===== src/rtl/branch_predictor_bht.sv =====
// branch_predictor_bht
// Direct-mapped table of saturating counters indexed by fetch PC. Predicts
// conditional branches in IF, computes the B-type target, trains on resolution
// in EX/MEM, drives next-PC / flush and keeps resolve/mispredict statistics.
//
// Optional feature: define BP_GSHARE_EN to XOR an IDX_W-bit global history
// register into the lookup index (gshare). Training always uses the index that
// was carried down the pipeline, so it hits the entry that made the prediction.
//
// Handshake note: there is no valid/ready flow control here. A lookup is
// performed every cycle on pc_value/im_instruction; a resolution is consumed on
// every rising edge where ex_mem_branch = 1 and ignored otherwise.
module branch_predictor_bht #(
  parameter int ADDR_W  = 64,
  parameter int ENTRIES = 16,
  parameter int CTR_W   = 2,
  parameter int STAT_W  = 32,
  localparam int IDX_W  = (ENTRIES > 1) ? $clog2(ENTRIES) : 1
) (
  input  logic              systemClock,
  input  logic              reset,
  input  logic [ADDR_W-1:0] pc_value,
  input  logic [31:0]       im_instruction,
  input  logic              ex_mem_branch,
  input  logic              ex_mem_taken,
  input  logic              ex_mem_prediction,
  input  logic [IDX_W-1:0]  ex_mem_index,
  input  logic [ADDR_W-1:0] ex_mem_pc_value,
  input  logic [ADDR_W-1:0] ex_mem_pc_plus_immediate,
  output logic [ADDR_W-1:0] pc_new_value,
  output logic              pred_prediction,
  output logic [IDX_W-1:0]  pred_index,
  output logic              pred_flush,
  output logic [STAT_W-1:0] stat_branches,
  output logic [STAT_W-1:0] stat_mispredicts
);

  localparam logic [6:0]        OPC_BRANCH = 7'b1100011;
  localparam int unsigned       CTR_RST_I  = (1 << (CTR_W - 1)) - 1;
  localparam logic [CTR_W-1:0]  CTR_RST    = CTR_W'(CTR_RST_I);
  localparam logic [CTR_W-1:0]  CTR_MAX    = '1;
  localparam logic [CTR_W-1:0]  CTR_MIN    = '0;
  localparam logic [STAT_W-1:0] STAT_MAX   = '1;

  // Counter table and statistics state
  logic [CTR_W-1:0]  ctr_q [ENTRIES];
  logic [CTR_W-1:0]  ctr_cur;
  logic [CTR_W-1:0]  ctr_next;
  logic [STAT_W-1:0] br_cnt_q;
  logic [STAT_W-1:0] mis_cnt_q;

  // Lookup / redirect intermediates
  logic [IDX_W-1:0]  pc_idx;
  logic              is_br;
  logic              pred_raw;
  logic              mis_raw;
  logic              mis;
  logic [ADDR_W-1:0] b_imm;
  logic [ADDR_W-1:0] b_target;

  // Instruction bits 24:12 (rs1/rs2/funct3) play no part in prediction.
  logic unused_instr_bits;
  assign unused_instr_bits = ^im_instruction[24:12];

  assign pc_idx = pc_value[IDX_W+1:2];

`ifdef BP_GSHARE_EN
  logic [IDX_W-1:0] ghr_q;
  logic [IDX_W-1:0] ghr_next;

  // Shift the resolved outcome into the history (oldest bit falls off the top)
  if (IDX_W == 1) begin : g_ghr_one
    assign ghr_next = ex_mem_taken;
  end else begin : g_ghr_many
    assign ghr_next = {ghr_q[IDX_W-2:0], ex_mem_taken};
  end

  // Global history register, advanced once per resolved branch
  always_ff @(posedge systemClock or negedge reset) begin
    if (!reset) begin
      ghr_q <= '0;
    end else if (ex_mem_branch) begin
      ghr_q <= ghr_next;
    end
  end

  assign pred_index = pc_idx ^ ghr_q;
`else
  assign pred_index = pc_idx;
`endif

  // B-type immediate: {imm[12], imm[11], imm[10:5], imm[4:1], 0}, sign-extended
  assign b_imm = {{(ADDR_W-12){im_instruction[31]}},
                  im_instruction[7], im_instruction[30:25],
                  im_instruction[11:8], 1'b0};
  assign b_target = pc_value + b_imm;

  // Combinational lookup; table read is before any same-cycle write.
  assign is_br    = (im_instruction[6:0] == OPC_BRANCH);
  assign pred_raw = is_br & ctr_q[pred_index][CTR_W-1];
  assign mis_raw  = ex_mem_branch & (ex_mem_taken != ex_mem_prediction);

  // While in reset the prediction and flush are held low; the rest follows inputs.
  assign pred_prediction = reset & pred_raw;
  assign mis             = reset & mis_raw;
  assign pred_flush      = mis;

  // Next-PC select: resolution redirect beats IF prediction beats sequential
  always_comb begin
    pc_new_value = pc_value + ADDR_W'(4);
    if (mis && ex_mem_taken) begin
      pc_new_value = ex_mem_pc_plus_immediate;
    end else if (mis) begin
      pc_new_value = ex_mem_pc_value + ADDR_W'(4);
    end else if (pred_prediction) begin
      pc_new_value = b_target;
    end
  end

  // Saturating counter step for the entry being trained
  always_comb begin
    ctr_cur  = ctr_q[ex_mem_index];
    ctr_next = ctr_cur;
    if (ex_mem_taken) begin
      if (ctr_cur != CTR_MAX) ctr_next = ctr_cur + CTR_W'(1);
    end else begin
      if (ctr_cur != CTR_MIN) ctr_next = ctr_cur - CTR_W'(1);
    end
  end

  // Counter table: reset to weakly not-taken, train on each resolved branch
  always_ff @(posedge systemClock or negedge reset) begin
    if (!reset) begin
      for (int i = 0; i < ENTRIES; i++) begin
        ctr_q[i] <= CTR_RST;
      end
    end else if (ex_mem_branch) begin
      ctr_q[ex_mem_index] <= ctr_next;
    end
  end

  // Saturating statistics for resolved branches and mispredicts
  always_ff @(posedge systemClock or negedge reset) begin
    if (!reset) begin
      br_cnt_q  <= '0;
      mis_cnt_q <= '0;
    end else if (ex_mem_branch) begin
      if (br_cnt_q != STAT_MAX) br_cnt_q <= br_cnt_q + STAT_W'(1);
      if (mis && (mis_cnt_q != STAT_MAX)) mis_cnt_q <= mis_cnt_q + STAT_W'(1);
    end
  end

  assign stat_branches    = br_cnt_q;
  assign stat_mispredicts = mis_cnt_q;

endmodule

===== config.mk =====
export PLATFORM = sky130hd
export DESIGN_NAME = branch_predictor_bht
export DESIGN_NICKNAME = d
export VERILOG_FILES = /design/src/rtl/branch_predictor_bht.sv
export SDC_FILE = /design/constraint.sdc
export NUM_CORES = 1
export LEC_CHECK = 0
export BUFFER_PORTS_ARGS = -buffer_cell sky130_fd_sc_hd__buf_2
export CAP_MARGIN = 20
export CORE_AREA = 2 2 192 194
export CTS_CLUSTER_SIZE = 40
export DETAILED_ROUTE_END_ITERATION = 6
export DIE_AREA = 0 0 194 196
export PLACE_DENSITY = 0.56
export SYNTH_ARGS = -nofsm -noshare
export SYNTH_HDL_FRONTEND = slang
export SYNTH_SLANG_ARGS = --single-unit

===== constraint.sdc =====
create_clock -name systemClock -period 4.27 [get_ports systemClock]
set_input_delay 0.2135 -clock systemClock [delete_from_list [all_inputs] [get_ports systemClock]]
set_output_delay 0.2135 -clock systemClock [all_outputs]
set_load 0.05 [all_outputs]

---- After elaboration in Yosys (flattened, before gate mapping) ----
Index checks and enable logic that the tools add are counted.
cells by class
  shifts and indexed selects .............. 0
  divide/modulo/power cells ............... 0
  $mul .................................... 0
  eq/ne operators ......................... 5
  mux-type cells .......................... 15
  bitwise gates (word level) .............. 6
  reduce and logical (&&, ||, !) cells .... 6
  add/subtract/negate cells ............... 7
  magnitude comparators ................... 3
operators by type and width
  kind                                                                   number
  64-bit 2-to-1 mux                                                      3
  64-bit by 3-bit adder with 64-bit output (second input constant)       2
  32-bit by 1-bit adder with 32-bit output (second input constant)       2
  64-bit adder                                                           1
  32-bit inequality test (second input constant)                         2
  32-bit bitwise mux                                                     1
  2-bit binary-select mux with 4-bit select                              2
  2-bit 2-to-1 mux                                                       8
  5-bit >= comparator (second input constant)                            2
  4-bit inverter with 5-bit output                                       2
  2-bit demux with 4-bit select                                          1
  7-bit equality test (second input constant)                            1
  5-bit by 1-bit < comparator with 1-bit output (second input constant)  1
  1-bit bitwise AND                                                      4
  2-bit AND reduction                                                    2
  1-bit logical AND                                                      3
  2-bit by 1-bit adder with 2-bit output (second input constant)         1
  2-bit inequality test (second input constant)                          1
  2-bit nonzero test                                                     1
  2-bit by 1-bit subtractor with 2-bit output (second input constant)    1
  1-bit inequality test                                                  1
word-level totals
  word-level logic and storage cells ...... 60
  bits in latches ......................... 0
  flip-flop bits (word level) ............. 96
  memory bits (read-only) ................. 0
  memories ................................ 0
  input port bits ......................... 233
  output and inout bits ................... 134
  memory bits (writable) .................. 0

---- Logic depth before layout (Yosys ltp) ----
Gate-level depths: netlist of the first run.
  word-level depth ........................ 9
  depth in mapped cells ................... 13
  gate-level depth less buffers ........... 13

---- Least setup slack after synthesis of the first run ----
No wires, ideal clock.
  kind .................................... input -> output
  from .................................... input pc_value[2]
  to ...................................... output pc_new_value[35]
  buffers on the path ..................... 1
  data arrival time ....................... 3.920 ns
  required time ........................... 4.056 ns
  stages .................................. 13
  setup slack ............................. 0.137 ns
  path through ............................ clkbuf_1 -> inv_1 -> fa_1 -> nor2b_1 -> o2111ai_1 -> a2111oi_0 -> nor3b_1 -> o31ai_2 -> a31oi_1 -> o21a_1 -> nor2_1 -> mux2_2 -> a21oi_1
between the ends
  cells in the longest elaborated chain, start to end .. 9
  elaborated cells between the ends (all ways) .. 11
RTL lines
  item                                                                              line  source
  from (decl)                                                                       22    input logic [ADDR_W-1:0] pc_value,
  branches (longest 6 deep; another with 64-bit by 3-bit adder with 64-bit output)  --
  64-bit 2-to-1 mux *                                                               115   end else if (pred_prediction) begin
  64-bit 2-to-1 mux *                                                               113   end else if (mis) begin
  64-bit 2-to-1 mux *                                                               111   if (mis && ex_mem_taken) begin
  to (decl)                                                                         30    output logic [ADDR_W-1:0] pc_new_value,
Mark *: on every way between the ends. The select of a mux whose other input is x is not followed.

---- Final worst setup path of the first run ----
  from .................................... input pc_value[1]
  to ...................................... output pc_new_value[61]
between the ends
  cells in the longest elaborated chain, start to end .. 4
  elaborated cells between the ends (all ways) .. 5
RTL lines
  item                                                                             line
  64-bit by 3-bit adder with 64-bit output / 64-bit adder (equally long branches)  110, 96
  64-bit 2-to-1 mux *                                                              115
  64-bit 2-to-1 mux *                                                              113
  64-bit 2-to-1 mux *                                                              111
Mark *: on every way between the ends. The rest lies on a longest branch, timed or not.

==> summary.md, run 1 <==
| Metric | Value |
|---|---|
| DRC Markers | 0 |
| Arrival time reported for the critical path endpoint | just under 4 ns |
| Final Setup Violations | 0 |
| Detailed Place HPWL | 39510 um |
| Routed Wire Length | 47690 um |
| Maximum number of pins on one net before global-route repair | 73 |
| Fraction of the yosys area taken by sequential cells | around a fifth |
| Post-synthesis compound-gate area fraction | 21.03% |
| Max-capacitance violation count | 0 |
| Pwr dens | 271.5 nW/um^2 |
| Worst-path clk slew | 0.07 ns |
| Unrepaired setup endpoints after global routing | no |
| Utilization of the core after routing | a little over two fifths |
| Final Slew Violations | 0 |
| Yosys Warn Count | 0 |
| Final worst-path cycle share | 95.13% |
| Count of flip-flops with a built-in enable after synthesis | 0 |
| CP peak stage delay | about 0.55 ns |
| Summed area of non-filler cells in the final layout | 15020 sq um |
| TNS Setup | 0 ns |
| Area grow syn2layout | 21.38% |
| Cell with the largest stage delay on the worst path | sky130_fd_sc_hd__a211oi_1 |
| H-tree depth reported by CTS | 3 |
| Overall power consumption | 4.079 mW |
| Class of the tightest hold or removal check | in2reg |
| Die Y | about 200 um |
| Cell family with the largest share of critical-path delay | compound AO/OA/AOI/OAI gates |
| Startpoint type of the worst setup path | input pin |
| CTS tree | yes |
| Initial standard-cell utilization of the core | 34.30% |
| Xor and xnor area share after synthesis | 14.86% |
| Setup slack after placement | between 0.1 and 0.15 ns |
| Post-CTS setup buffer count | 0 |
| Core region area | 36080 sq um |
| FMAX | ~250 MHz |
| Cells after Synth | 1662 |
| Crit path time final | 4.062 ns |
| Clock latency of the later-clocked register in the worst-skew pair | 0.35 ns |
| Final weighted congestion in routability-driven placement | 0.9696 |
| Worst setup EP type | output pin |
| Area share of and/or/nand/nor cells after synthesis | 26.95% |
| Input/output buffers | 353 |
| Number of buffers created by CTS | 9 |
| Post-Synthesis Net Count | 1962 |
| Number of nets in the layout | approximately 2300 |
| Vias in the first global route | between 10000 and 15000 |
| Mean routed wirelength per cell | 19.39 um |
| Total number of clock tree sinks | 96 |
| Final ANT Viol Nets | 0 |
| Critical setup path kind | in2out |
| Number of distinct library cells after synthesis | 77 |
| Overall overflow remaining after global route | 0 |
| Root buffer cell | sky130_fd_sc_hd__clkbuf_16 |
| Mux share of post-synthesis cell area | 6.632% |
| Number of synthesized register bits | 96 |
| Number of placed cells counting well taps | 2429 |
| Syn Area/Cell | between 7 and 8 sq um |
| Result of the run | finished clean |
| Required arrival time at the worst endpoint | 4.06 ns |
| Total placed instance area | 14660 sq um |
| Total iterations of the first detailed-routing run | 5 |
| Floorplan die area | around 38000 sq um |
| Combinational family with the most area after synthesis | simple AND/OR/NAND/NOR gates |
| Share of cells above drive strength 1 | between 20% and 30% |
| Worst relative slew slack | a little under two fifths |
| Global-route wire length before repair | 73510 um |
| Cell Count, Final, Fillers Out | roughly 2500 |
| Cell-by-cell trace of the critical path | buf_2 -> ha_1 -> inv_1 -> fa_1 -> nor2b_1 -> o2111ai_1 -> nand2_1 -> a211oi_1 -> o2111ai_1 -> a31oi_1 -> o21ai_1 -> a221oi_1 -> mux2i_1 -> o211ai_1 -> buf_2 |
| Transition time at the pin with the least slew margin | slightly above 0.9 ns |
| Initial antenna violation count | 15 |
| Detailed-route via count | 13830 |
| Static Leakage | 6.611 nW |
| Share of async-settable or async-resettable flops after synthesis | 100.0% |
| Die X | 194 um |
| Final number of hold-violating endpoints | 0 |
| Maximum fanout encountered on the critical timing path | 3 |
| Netlist area before placement | 12380 sq um |
| Routed vias/inst | around 5.6 |
| Worst Skew | a little under 0.01 ns |
| Final setup slack of the worst path | 0.2078 ns |
| Fraction of the mapped netlist area in adder cells | ~7% |
| Number of top-level pins | 367 |
| Maximum ir drop on the vdd rail | 369.0 uV |
| Worst path bufs/invs | 3 |
| Clock Path Buffers | 2 |
| Most instantiated flip-flop cell in the synthesis netlist | sky130_fd_sc_hd__dfrtp_1 |
| Worst hold slack across all endpoints | approximately 0.27 ns |
| GRT Overall Usage | 24.14% |
| Number of violations reported at the end of detailed-routing iteration 0 | 1135 |
| # rows | 70 |
-- state kept, by name, indices dropped and copies added (netlist names) --
signal,cells
stat_branches,32
ctr_q,32
stat_mispredicts,32
-- metal layers --
layer  up-vias  routed length [um]  track usage (%)  share of wire [%]
li1       6725                   -                -                  -
met1      6463               22070            34.30                 46
met2       569               20590            36.68                 43
met3        68                3747            4.298                7.9
met4         4                1253            8.446                2.6
met5         -                  30                0              0.063
-- cell usage in the layout, fill, tap and decap left out, drive strengths merged, types with 27 or more instances in the layout --
cell type / Yosys / final
ha: 66 / 66
inv: 37 / 37
xor2: 89 / 89
nand2: 189 / 189
buf: 13 / 384
a21o: 27 / 27
nand3: 102 / 102
a21oi: 165 / 165
nand4: 59 / 59
and3: 36 / 36
xnor2: 121 / 121
nor2: 140 / 140
mux2: 36 / 36
o21ai: 116 / 116
dfrtp: 80 / 80
-- power by group --
group          internal [mW]  switching (mW)
sequential              1.11           0.129
clock                  0.516           0.338
combinational          0.701            1.28
total                   2.33            1.75
-- worst reg2reg max path: stages, from the launching register on --
cell and delay, ns:
sky130_fd_sc_hd__dfrtp_1 0.44, sky130_fd_sc_hd__and4_1 0.27, sky130_fd_sc_hd__and4_1 0.21, sky130_fd_sc_hd__and2_1 0.17
sky130_fd_sc_hd__nand3_1 0.17, sky130_fd_sc_hd__or2_2 0.39, sky130_fd_sc_hd__o31ai_4 0.41, sky130_fd_sc_hd__nor2_1 0.15
sky130_fd_sc_hd__and2_1 0.23, sky130_fd_sc_hd__nand3_1 0.11, sky130_fd_sc_hd__xnor2_1 0.12
-- layout make-up --
class / count / area (sq um)
sequential: 96 / 2422
clock inverter: 3 / 68.82
multi-input combinational: 1443 / 9494
timing repair buffer: 386 / 2039
clock buffer: 13 / 240.2
inverter: 37 / 138.9
fill: 3832 / 21060
tap: 468 / 585.6
antenna: 13 / 32.53
-- worst paths after layout --
| path | start | endpoint | slack [ns] | depth (start not counted) |
|---|---|---|---|---|
| setup / recovery | pc_value[1] | pc_new_value[61] | 0.21 | 15 |
| hold / removal | ex_mem_branch | stat_branches[22] | 0.27 | 3 |
| setup reg to reg | stat_branches[14] | stat_branches[11] | 1.51 | 10 |
| hold reg to reg | stat_branches[5] | stat_branches[5] | 0.48 | 1 |
| max in group asynchronous | reset | stat_mispredicts[3] | 2.58 | 4 |
| min in group asynchronous | reset | stat_branches[19] | 0.49 | 3 |
-- Yosys cell counts, drive strengths merged (6+ instances only) --
master  count  area [sq um]
nand3b      6         45.04
xor2       89         779.5
nor2      140         535.5
o21a        9         67.56
and2       15         93.84
and4       16         140.1
o221ai      7         67.56
buf        13         72.57
or3        26         162.7
inv        37         138.9
xnor2     121          1060
dfrtp      80          2002
mux2       36         405.4
or2         6         37.54
or4         6         48.80
nand2     189         711.9
nor4       13         81.33
ha         66         825.8
a31oi      11         68.82
a21o       27         202.7
nor3b       6         45.04
nand4      59         375.4
a21oi     165         825.8
clkbuf     73         277.8
mux4       14         315.3
mux2i      10         100.1
nand2b      7         43.79
nand3     102         520.5
a211oi     25         187.7
o22ai      17         106.4
o21bai     10         75.07
o211ai     17         132.6
dfstp      16         420.4
and3       36         226.5
nor2b      11         68.82
nor3       26         151.4
o21ai     116         580.6
-- cells by family after synthesis --
family / count (synthesis)
simple gates: 669
compound gates: 435
buf+inv: 123
flops: 96
fa+ha+maj: 69
xor+xnor: 210
mux: 60
-- what timing repair did --
| item | 4_1_cts | 5_1_grt |
|---|---|---|
| hold buffers | 1 | 0 |
| setup endpoints to repair | 0 | 4 |
| hold endpoints to repair | 20 | 0 |
| gates resized for setup | 0 | 3 |
No activity file was read; power rests on OpenSTA's default activity.
==> run 2, diff against run 1 <==
==> constraint.sdc (replaced) <==
create_clock -name systemClock -period 4.27 [get_ports systemClock]
set_input_delay 0.2135 -clock systemClock [delete_from_list [all_inputs] [get_ports systemClock]]
set_output_delay 0.2135 -clock systemClock [all_outputs]
set_load 0.1 [all_outputs]
==> run 2 against run 1 <==
Compared with the run above: via count down 0.27%; clock skew grew 0.0040 ns; global-route usage down 0.10 points; fmax is 0.81% lower; sequential share of layout area down 0.35 points; register-to-register slack improved by 0.03 ns; power increased by 9.5%; critical path type unchanged; critical endpoint unchanged; largest power group unchanged.
==> summary.md, run 2 (synthesized netlist as in run 1, its figures left out) <==
| Metric | Value |
|---|---|
| Worst relative slew slack | 52.74% (+14 points) |
| Detailed Place HPWL | 39690 um (+0.45%) |
| GRT Overall Usage | 24.03% (-0.10 points) |
| Root buffer cell | sky130_fd_sc_hd__clkbuf_16 |
| Routed Wire Length | 47590 um (-0.21%) |
| Number of violations reported at the end of detailed-routing iteration 0 | 1067 (-6.0%) |
| # rows | 70 (unchanged) |
| CP peak stage delay | 0.39 ns (-0.16 ns) |
| Pwr dens | 290.9 nW/um^2 (+7.1%) |
| GR Layer Usage met1 | 33.70% (-0.60 points) |
| FMAX | 244.2 MHz (-0.81%) |
| Total number of clock tree sinks | 96 (unchanged) |
| Max-capacitance violation count | 0 (unchanged) |
| Number of placed cells counting well taps | 2428 (-0.041%) |
| Mean routed wirelength per cell | 19.38 um (about the same) |
| Maximum ir drop on the vdd rail | 645.3 uV (+75%) |
| Initial standard-cell utilization of the core | 34.30% (unchanged) |
| Area grow syn2layout | 24.10% |
| Final Slew Violations | 0 (unchanged) |
| CTS tree | yes |
| Switching Fraction | 49.12% (+6.2 points) |
| Register share of total power | 27.6% (-2.8 points) |
| Worst setup EP type | output pin |
| Input/output buffers | 353 (unchanged) |
| Startpoint type of the worst setup path | input pin |
| Final ANT Viol Nets | 0 (unchanged) |
| Proportion of power drawn by the clock network | 17.1% (-3.8 points) |
| Clock Path Buffers | 2 (unchanged) |
| Maximum number of pins on one net before global-route repair | 71 (-2.7%) |
| Static Leakage | 6.700 nW (+1.3%) |
| Worst-path clk slew | 0.08 ns (about the same) |
| Result of the run | finished clean |
| Arrival time reported for the critical path endpoint | 3.88 ns (+0.03 ns) |
| Die Y | 196 um (unchanged) |
| Most used cells in the layout excluding fill and tap cells | sky130_fd_sc_hd__buf_2, sky130_fd_sc_hd__nand2_1, sky130_fd_sc_hd__a21oi_1 |
| Routed vias/inst | 5.615 (-0.15%) |
| Total iterations of the first detailed-routing run | 5 (unchanged) |
| Leading cell type in the layout, fill and taps excluded | sky130_fd_sc_hd__buf_2 |
| Initial antenna violation count | 13 (-2) |
| Number of nets in the layout | 2271 (-0.088%) |
| Cell count of the worst reg-to-reg path | 10 (unchanged) |
| Final Setup Violations | 0 (unchanged) |
| Overall overflow remaining after global route | 0 (unchanged) |
| M3 GR Usage | 4.177% (-0.12 points) |
| RR Endpoint | stat_branches[9] |
| Final setup slack of the worst path | 0.1748 ns (-0.03303 ns) |
| Share of cells above drive strength 1 | 25.30% (+0.58 points) |
| Most Used Layer, Global Route | met2 |
| Cell Count, Final, Fillers Out | 2456 (-0.12%) |
| Transition time at the pin with the least slew margin | 0.7089 ns (-0.2136 ns) |
| R2r setup slk | 1.54 ns (+0.03 ns) |
| Final worst-path cycle share | 95.91% (+0.77 points) |
| Count of fill cells added during filler insertion | 3747 (-2.2%) |
| Setup slack after placement | 0.06024 ns (-0.08324 ns) |
| Sw power | 2.194 mW (+25%) |
| CTS Hold Bufs | 0 (-1) |
| Cell internal pwr | 2.274 mW (-2.3%) |
| Number of top-level pins | 367 (unchanged) |
| Required arrival time at the worst endpoint | 4.06 ns (about the same) |
| Unrepaired setup endpoints after global routing | no |
| Cell-by-cell trace of the critical path | buf_2 -> buf_4 -> ha_1 -> a21oi_1 -> o21ai_0 -> a221o_1 -> a21oi_1 -> o21ai_1 -> a31oi_1 -> o21ai_1 -> a221oi_1 -> mux2i_1 -> o211ai_1 -> buf_12 |
| Cell with the largest stage delay on the worst path | sky130_fd_sc_hd__a221oi_1 |
| Clock latency of the later-clocked register in the worst-skew pair | 0.35 ns (about the same) |
| Crit path time final | 4.095 ns (+0.03303 ns) |
| Reg-to-Reg Start | stat_branches[15] |
| Worst Skew | 0.01388 ns (+0.004045 ns) |
| DRC Markers | 0 (unchanged) |
| Floorplan die area | 38020 sq um (unchanged) |
| Class of the tightest hold or removal check | in2async |
| Detailed-route via count | 13790 (-0.27%) |
| Critical setup path kind | in2out |
| Met2 track demand over resource in global routing | 37.66% (+0.98 points) |
| H-tree depth reported by CTS | 3 (unchanged) |
| Final weighted congestion in routability-driven placement | 0.9500 (-2.0%) |
| Global-route wire length before repair | 73270 um (-0.32%) |
| Vias in the first global route | 12980 (+0.70%) |
| Die X | 194 um (unchanged) |
| Combinational share of power | 55.3% (+6.6 points) |
| Final number of hold-violating endpoints | 0 (unchanged) |
| Number of buffers created by CTS | 9 (unchanged) |
| Maximum fanout encountered on the critical timing path | 12 (+9) |
| Core region area | 36080 sq um (unchanged) |
[run 2: cell count changes in the layout (fill, tap and decap cells not counted), moves of 3 or more]
cell / change
sky130_fd_sc_hd__o21ai_0: -6
sky130_fd_sc_hd__o21ai_1: +6
sky130_fd_sc_hd__a31oi_1: -3
sky130_fd_sc_hd__clkbuf_1: -3
sky130_fd_sc_hd__buf_2: -21
sky130_fd_sc_hd__buf_12: +22
sky130_fd_sc_hd__a21oi_1: -3
sky130_fd_sc_hd__a21oi_2: +3
[run 2: final cells by class]
class                   instances  area, sq um  area share [%]
inverters                      37        138.9          0.9043
clock inverters                 6        52.55          0.3422
diodes                         12        30.03          0.1955
multi-input cells            1443         9550           62.18
repair buffers                384         2350           15.30
clock buffers                  10        229.0           1.491
well taps                     468        585.6           3.813
flip-flops and latches         96         2422           15.77
[run 2: how the worst max path moves through the flow]
stage / from / to / slack (ns) / depth (start not counted)
floorplan: pc_value[21] / pc_new_value[46] / -0.40 / 12
global placement: pc_value[1] / pc_new_value[35] / 0.16 / 15
detailed placement: pc_value[1] / pc_new_value[35] / 0.06 / 15
CTS: pc_value[1] / pc_new_value[35] / 0.04 / 15
global route: im_instruction[31] / pc_new_value[52] / 0.02 / 14
finish: im_instruction[31] / pc_new_value[61] / 0.17 / 14
[run 2: power by group through the flow]
| stage | clock, mW | sequential, mW | combinational (mW) |
|---|---|---|---|
| finish | 0.765 | 1.23 | 2.47 |
| global route | 0.825 | 1.26 | 2.62 |
| CTS | 0.787 | 1.23 | 2.46 |
| detailed placement | 0 | 1.25 | 2.45 |
| global placement | 0 | 1.24 | 2.44 |
| floorplan | 0 | 1.57 | 1.41 |
[run 2: repair_timing]
| action | 4_1_cts | 5_1_grt |
|---|---|---|
| gates resized for setup | 0 | 2 |
| buffers inserted | 0 | 0 |
| setup endpoints to repair | 0 | 2 |
[run 2: through the flow]
| stage | hold WS, ns | area (sq um) | power (mW) | utilization (%) | TNS, ns |
|---|---|---|---|---|---|
| floorplan | -0.08209 | 12440 | 2.980 | - | -1.304 |
| global placement | 0.4272 | 15040 | 3.685 | 41.68 | 0 |
| detailed placement | 0.4290 | 15040 | 3.702 | 41.68 | 0 |
| CTS | 0.05357 | 15320 | 4.481 | 42.46 | 0 |
| global route | 0.07613 | 15360 | 4.706 | 42.56 | 0 |
| finish | 0.03290 | 15360 | 4.468 | 42.56 | 0 |
[run 2: layer usage]
metal  vias to the layer above  share of wire (%)
li1                       6702                  -
met1                      6484                 46
met2                       544                 44
met3                        59                7.6
met4                         2                2.3
met5                         -              0.015
[run 2: critical path, delay by kind of cell]
kind                     cells  cell delay [ns]
buffers and inverters        3             0.78
AO/OA/AOI/OAI                9             2.17
adder cells (fa/ha/maj)      1             0.32
multiplexers                 1             0.37
==> run 3, diff against run 2 <==
Settings changed: ABC_AREA set to 1, CORE_AREA 2 2 192 194 to 2 2 221 223, DIE_AREA 0 0 194 196 to 0 0 223 225, PLACE_DENSITY 0.56 to 0.54.
==> run 3 against run 2 <==
Compared with the run above: clock-buffer cell count shrank 1; final cell count grew 65%; register-to-register slack gained 0.27 ns; sequential power is essentially flat; critical path type unchanged; clock skew shrank 0.00065 ns; core utilization shrank 0.93 points; fmax grew 17%; flip-flop and latch count is the same.
==> summary.md, run 3 <==
| Metric | Value |
|---|---|
| Worst-path clk slew | 0.08 ns (about the same) |
| Post-synthesis compound-gate area fraction | 10.51% (-11 points) |
| Share of cells above drive strength 1 | 13.77% (-12 points) |
| Register share of total power | 24.6% (-3.0 points) |
| DRC Markers | 0 (unchanged) |
| Initial antenna violation count | 13 (unchanged) |
| Number of nets in the layout | 3716 (+64%) |
| Count of fill cells added during filler insertion | 5525 (+47%) |
| Number of buffers created by CTS | 9 (unchanged) |
| Post-CTS setup buffer count | 0 (unchanged) |
| Fraction of the yosys area taken by sequential cells | 14.60% (-5.0 points) |
| Maximum number of pins on one net before global-route repair | 52 (-27%) |
| Clock Path Buffers | 2 (unchanged) |
| Switching Fraction | 55.21% (+6.1 points) |
| Cell-by-cell trace of the critical path | buf_2 -> buf_4 -> ha_1 -> nand2_1 -> inv_1 -> a21oi_1 -> nand2_1 -> a21oi_1 -> nand2_1 -> nand2_1 -> nand2_1 -> o21ai_1 -> nand2_1 -> nand2_1 -> buf_2 |
| Most instantiated flip-flop cell in the synthesis netlist | sky130_fd_sc_hd__dfrtp_1 |
| Class of the tightest hold or removal check | in2async |
| GRT Overall Usage | 31.58% (+7.5 points) |
| Pwr dens | 251.6 nW/um^2 (-14%) |
| Number of violations reported at the end of detailed-routing iteration 0 | 2131 (+100%) |
| Die X | 223 um (+15%) |
| Global-route wire length before repair | 120200 um (+64%) |
| Detailed-route via count | 21230 (+54%) |
| Final setup slack of the worst path | 0.7599 ns (+0.5851 ns) |
| Cell internal pwr | 2.230 mW (-1.9%) |
| Area grow syn2layout | 19.32% |
| Reg-to-Reg Start | stat_branches[0] |
| # rows | 80 (+14%) |
| Cell count of the worst reg-to-reg path | 12 (+2) |
| Result of the run | finished clean |
| RR Endpoint | stat_branches[16] |
| Final ANT Viol Nets | 0 (unchanged) |
| R2r setup slk | 1.81 ns (+0.27 ns) |
| Total number of clock tree sinks | 96 (unchanged) |
| Syn Area/Cell | 5.383 sq um (-28%) |
| FMAX | 284.9 MHz (+17%) |
| Fraction of the mapped netlist area in adder cells | 5.098% (-1.9 points) |
| Cell with the largest stage delay on the worst path | sky130_fd_sc_hd__buf_2 |
| CTS tree | yes |
| CTS Hold Bufs | 0 (unchanged) |
| Input/output buffers | 353 (unchanged) |
| Leading cell type in the layout, fill and taps excluded | sky130_fd_sc_hd__nand2_1 |
| H-tree depth reported by CTS | 3 (unchanged) |
| CP peak stage delay | 0.51 ns (+0.12 ns) |
| Number of synthesized register bits | 96 (unchanged) |
| Clock latency of the later-clocked register in the worst-skew pair | 0.37 ns (+0.02 ns) |
| Total placed instance area | 19470 sq um (+29%) |
| Most instantiated cells after synthesis | sky130_fd_sc_hd__nand2_1, sky130_fd_sc_hd__inv_1, sky130_fd_sc_hd__nor2_1 |
| Startpoint type of the worst setup path | input pin |
| Arrival time reported for the critical path endpoint | 3.30 ns (-0.58 ns) |
| Initial standard-cell utilization of the core | 34.89% (+0.60 points) |
| Total iterations of the first detailed-routing run | 6 (+1) |
| Share of Yosys cell area claimed by the top area cell type | 23.55% (+7.4 points) |
| Area share of and/or/nand/nor cells after synthesis | 49.39% (+22 points) |
| Final Slew Violations | 0 (unchanged) |
| Worst relative slew slack | 46.50% (-6.2 points) |
| Crit path time final | 3.510 ns (-0.5851 ns) |
| Detailed Place HPWL | 69780 um (+76%) |
| Yosys Warn Count | 0 (unchanged) |
| Mux share of post-synthesis cell area | 0% (-6.6 points) |
| Worst hold slack across all endpoints | 0.02887 ns (-0.004039 ns) |
| Final Setup Violations | 0 (unchanged) |
| Setup slack after placement | 0.8396 ns (+0.7794 ns) |
| Combinational share of power | 58.5% (+3.2 points) |
| Required arrival time at the worst endpoint | 4.06 ns (about the same) |
| Floorplan die area | 50180 sq um (+32%) |
| Ranking of synthesized cells by area | sky130_fd_sc_hd__nand2_1, sky130_fd_sc_hd__dfrtp_1, sky130_fd_sc_hd__inv_1 |
| Proportion of power drawn by the clock network | 16.9% (-0.2 points) |
| Worst setup EP type | output pin |
| Cell repeated most along the worst path | sky130_fd_sc_hd__nand2_1 |
| Cells after Synth | 3082 (+85%) |
| Overall overflow remaining after global route | 0 (unchanged) |
| Most repeated cell in the gate-level netlist after synthesis | sky130_fd_sc_hd__nand2_1 |
| Sw power | 2.750 mW (+25%) |
| Max-capacitance violation count | 0 (unchanged) |
| Summed area of non-filler cells in the final layout | 19790 sq um (+29%) |
| Root buffer cell | sky130_fd_sc_hd__clkbuf_16 |
| Unrepaired setup endpoints after global routing | no |
| Routed Wire Length | 81100 um (+70%) |
| Area of combinational cells with multiple inputs | 12050 sq um (+26%) |
| Transition time at the pin with the least slew margin | 0.8025 ns (+0.09361 ns) |
| Worst Skew | 0.01323 ns (-0.0006477 ns) |
| Final worst-path cycle share | 82.20% (-14 points) |
| Cell family with the largest share of critical-path delay | buffers and inverters |
| Mean routed wirelength per cell | 20.05 um (+3.5%) |
| Static Leakage | 10.33 nW (+54%) |
| Number of distinct library cells after synthesis | 48 (-38%) |
| Utilization of the core after routing | 41.63% (-0.93 points) |
| Routed vias/inst | 5.249 (-6.5%) |
| Count of cells resized by post-cts repair | 0 (unchanged) |
| Maximum ir drop on the vdd rail | 413.3 uV (-36%) |
| Post-Synthesis Net Count | 3382 (+72%) |
| Netlist area before placement | 16590 sq um (+34%) |
| Vias in the first global route | 19860 (+53%) |
| Most used cells in the layout excluding fill and tap cells | sky130_fd_sc_hd__nand2_1, sky130_fd_sc_hd__inv_1, sky130_fd_sc_hd__nor2_1 |
| Core region area | 47550 sq um (+32%) |
| Worst path bufs/invs | 4 (+1) |
| Combinational family with the most area after synthesis | simple AND/OR/NAND/NOR gates |
| Cell type with the highest aggregate area in the netlist | sky130_fd_sc_hd__nand2_1 |
| Area taken by flip-flops and latches | 2422 sq um (unchanged) |
| Final weighted congestion in routability-driven placement | 0.9913 (+4.3%) |
| Share of async-settable or async-resettable flops after synthesis | 100.0% (unchanged) |
| TNS Setup | 0 ns (unchanged) |
| Die Y | 225 um (+15%) |
| Maximum fanout encountered on the critical timing path | 28 (+16) |
| Final number of hold-violating endpoints | 0 (unchanged) |
| Count of flip-flops with a built-in enable after synthesis | 0 (unchanged) |
| Xor and xnor area share after synthesis | 7.602% (-7.3 points) |
| Critical setup path kind | in2out |
| Number of top-level pins | 367 (unchanged) |
[run 3: cell count changes after synthesis, moves of 34 or more]
cell / previous run / this run
sky130_fd_sc_hd__nand3_1: 100 / 234
sky130_fd_sc_hd__and3_1: 35 / 1
sky130_fd_sc_hd__nand2_1: 188 / 1041
sky130_fd_sc_hd__xnor2_1: 121 / 49
sky130_fd_sc_hd__inv_1: 36 / 474
sky130_fd_sc_hd__nor2_1: 138 / 373
sky130_fd_sc_hd__nor3_1: 23 / 107
sky130_fd_sc_hd__clkbuf_1: 72 / 15
sky130_fd_sc_hd__mux2_2: 36 / 0
[run 3: cells by family after synthesis]
kind of cell | count (synthesis)
AO/OA/AOI/OAI | 318
flip-flops | 96
XOR/XNOR | 144
adder cells (fa/ha/maj) | 67
buffers and inverters | 534
AND/OR/NAND/NOR | 1923
[run 3: per-stage QoR]
stage	cells	power, mW
2_1_floorplan	3082	3.219
3_3_place_gp	4020	4.115
3_5_place_dp	4020	4.113
4_1_cts	4036	4.975
5_1_grt	4039	5.272
6_report	4045	4.980
[run 3: power by group through the flow]
stage | Combinational [mW] | Clock, mW | Sequential, mW
5_1_grt | 3.12 | 0.902 | 1.25
6_report | 2.91 | 0.843 | 1.23
3_3_place_gp | 2.87 | 0 | 1.24
4_1_cts | 2.88 | 0.868 | 1.23
2_1_floorplan | 1.56 | 0 | 1.65
3_5_place_dp | 2.87 | 0 | 1.24
[run 3: how the worst max path moves through the flow]
stage / startpoint / to / slack [ns] / cells past startpoint
2_1_floorplan: pc_value[2] / pc_new_value[29] / 0.36 / 13
3_3_place_gp: im_instruction[31] / pc_new_value[62] / 0.87 / 17
3_5_place_dp: im_instruction[31] / pc_new_value[29] / 0.84 / 12
4_1_cts: im_instruction[31] / pc_new_value[29] / 0.82 / 12
5_1_grt: im_instruction[31] / pc_new_value[62] / 0.55 / 16
6_report: im_instruction[31] / pc_new_value[38] / 0.76 / 15
[run 3: worst register-to-register path: stages (launching register included)]
cell                      delay (ns)
sky130_fd_sc_hd__dfrtp_1        0.43
sky130_fd_sc_hd__ha_1           0.23
sky130_fd_sc_hd__nand3_1        0.11
sky130_fd_sc_hd__nor3b_1        0.19
sky130_fd_sc_hd__inv_1          0.07
sky130_fd_sc_hd__nor2_1         0.21
sky130_fd_sc_hd__nand3_1        0.16
sky130_fd_sc_hd__nand2_1        0.09
sky130_fd_sc_hd__buf_4          0.21
sky130_fd_sc_hd__inv_1          0.24
sky130_fd_sc_hd__nand3_1        0.21
sky130_fd_sc_hd__nor2_1         0.07
sky130_fd_sc_hd__xor2_1         0.14
[run 3: layer usage]
metal / routed length (um) / share of wire [%] / vias to the layer above / global-route usage [%]
met5: 44 / 0.054 / - / 0
met4: 2276 / 2.8 / 8 / 8.443
met3: 6974 / 8.6 / 109 / 5.554
met2: 35860 / 44 / 883 / 50.84
met1: 35950 / 44 / 9761 / 43.41
li1: - / - / 10470 / -
[run 3: cell type report]
type,count,share of cell area (%)
antenna,9,0.1138
inverter,484,9.191
clock buffer,9,1.138
clock inverter,7,0.3729
multi-input combinational,2452,60.87
tap,615,3.887
timing repair buffer,373,12.19
sequential,96,12.24
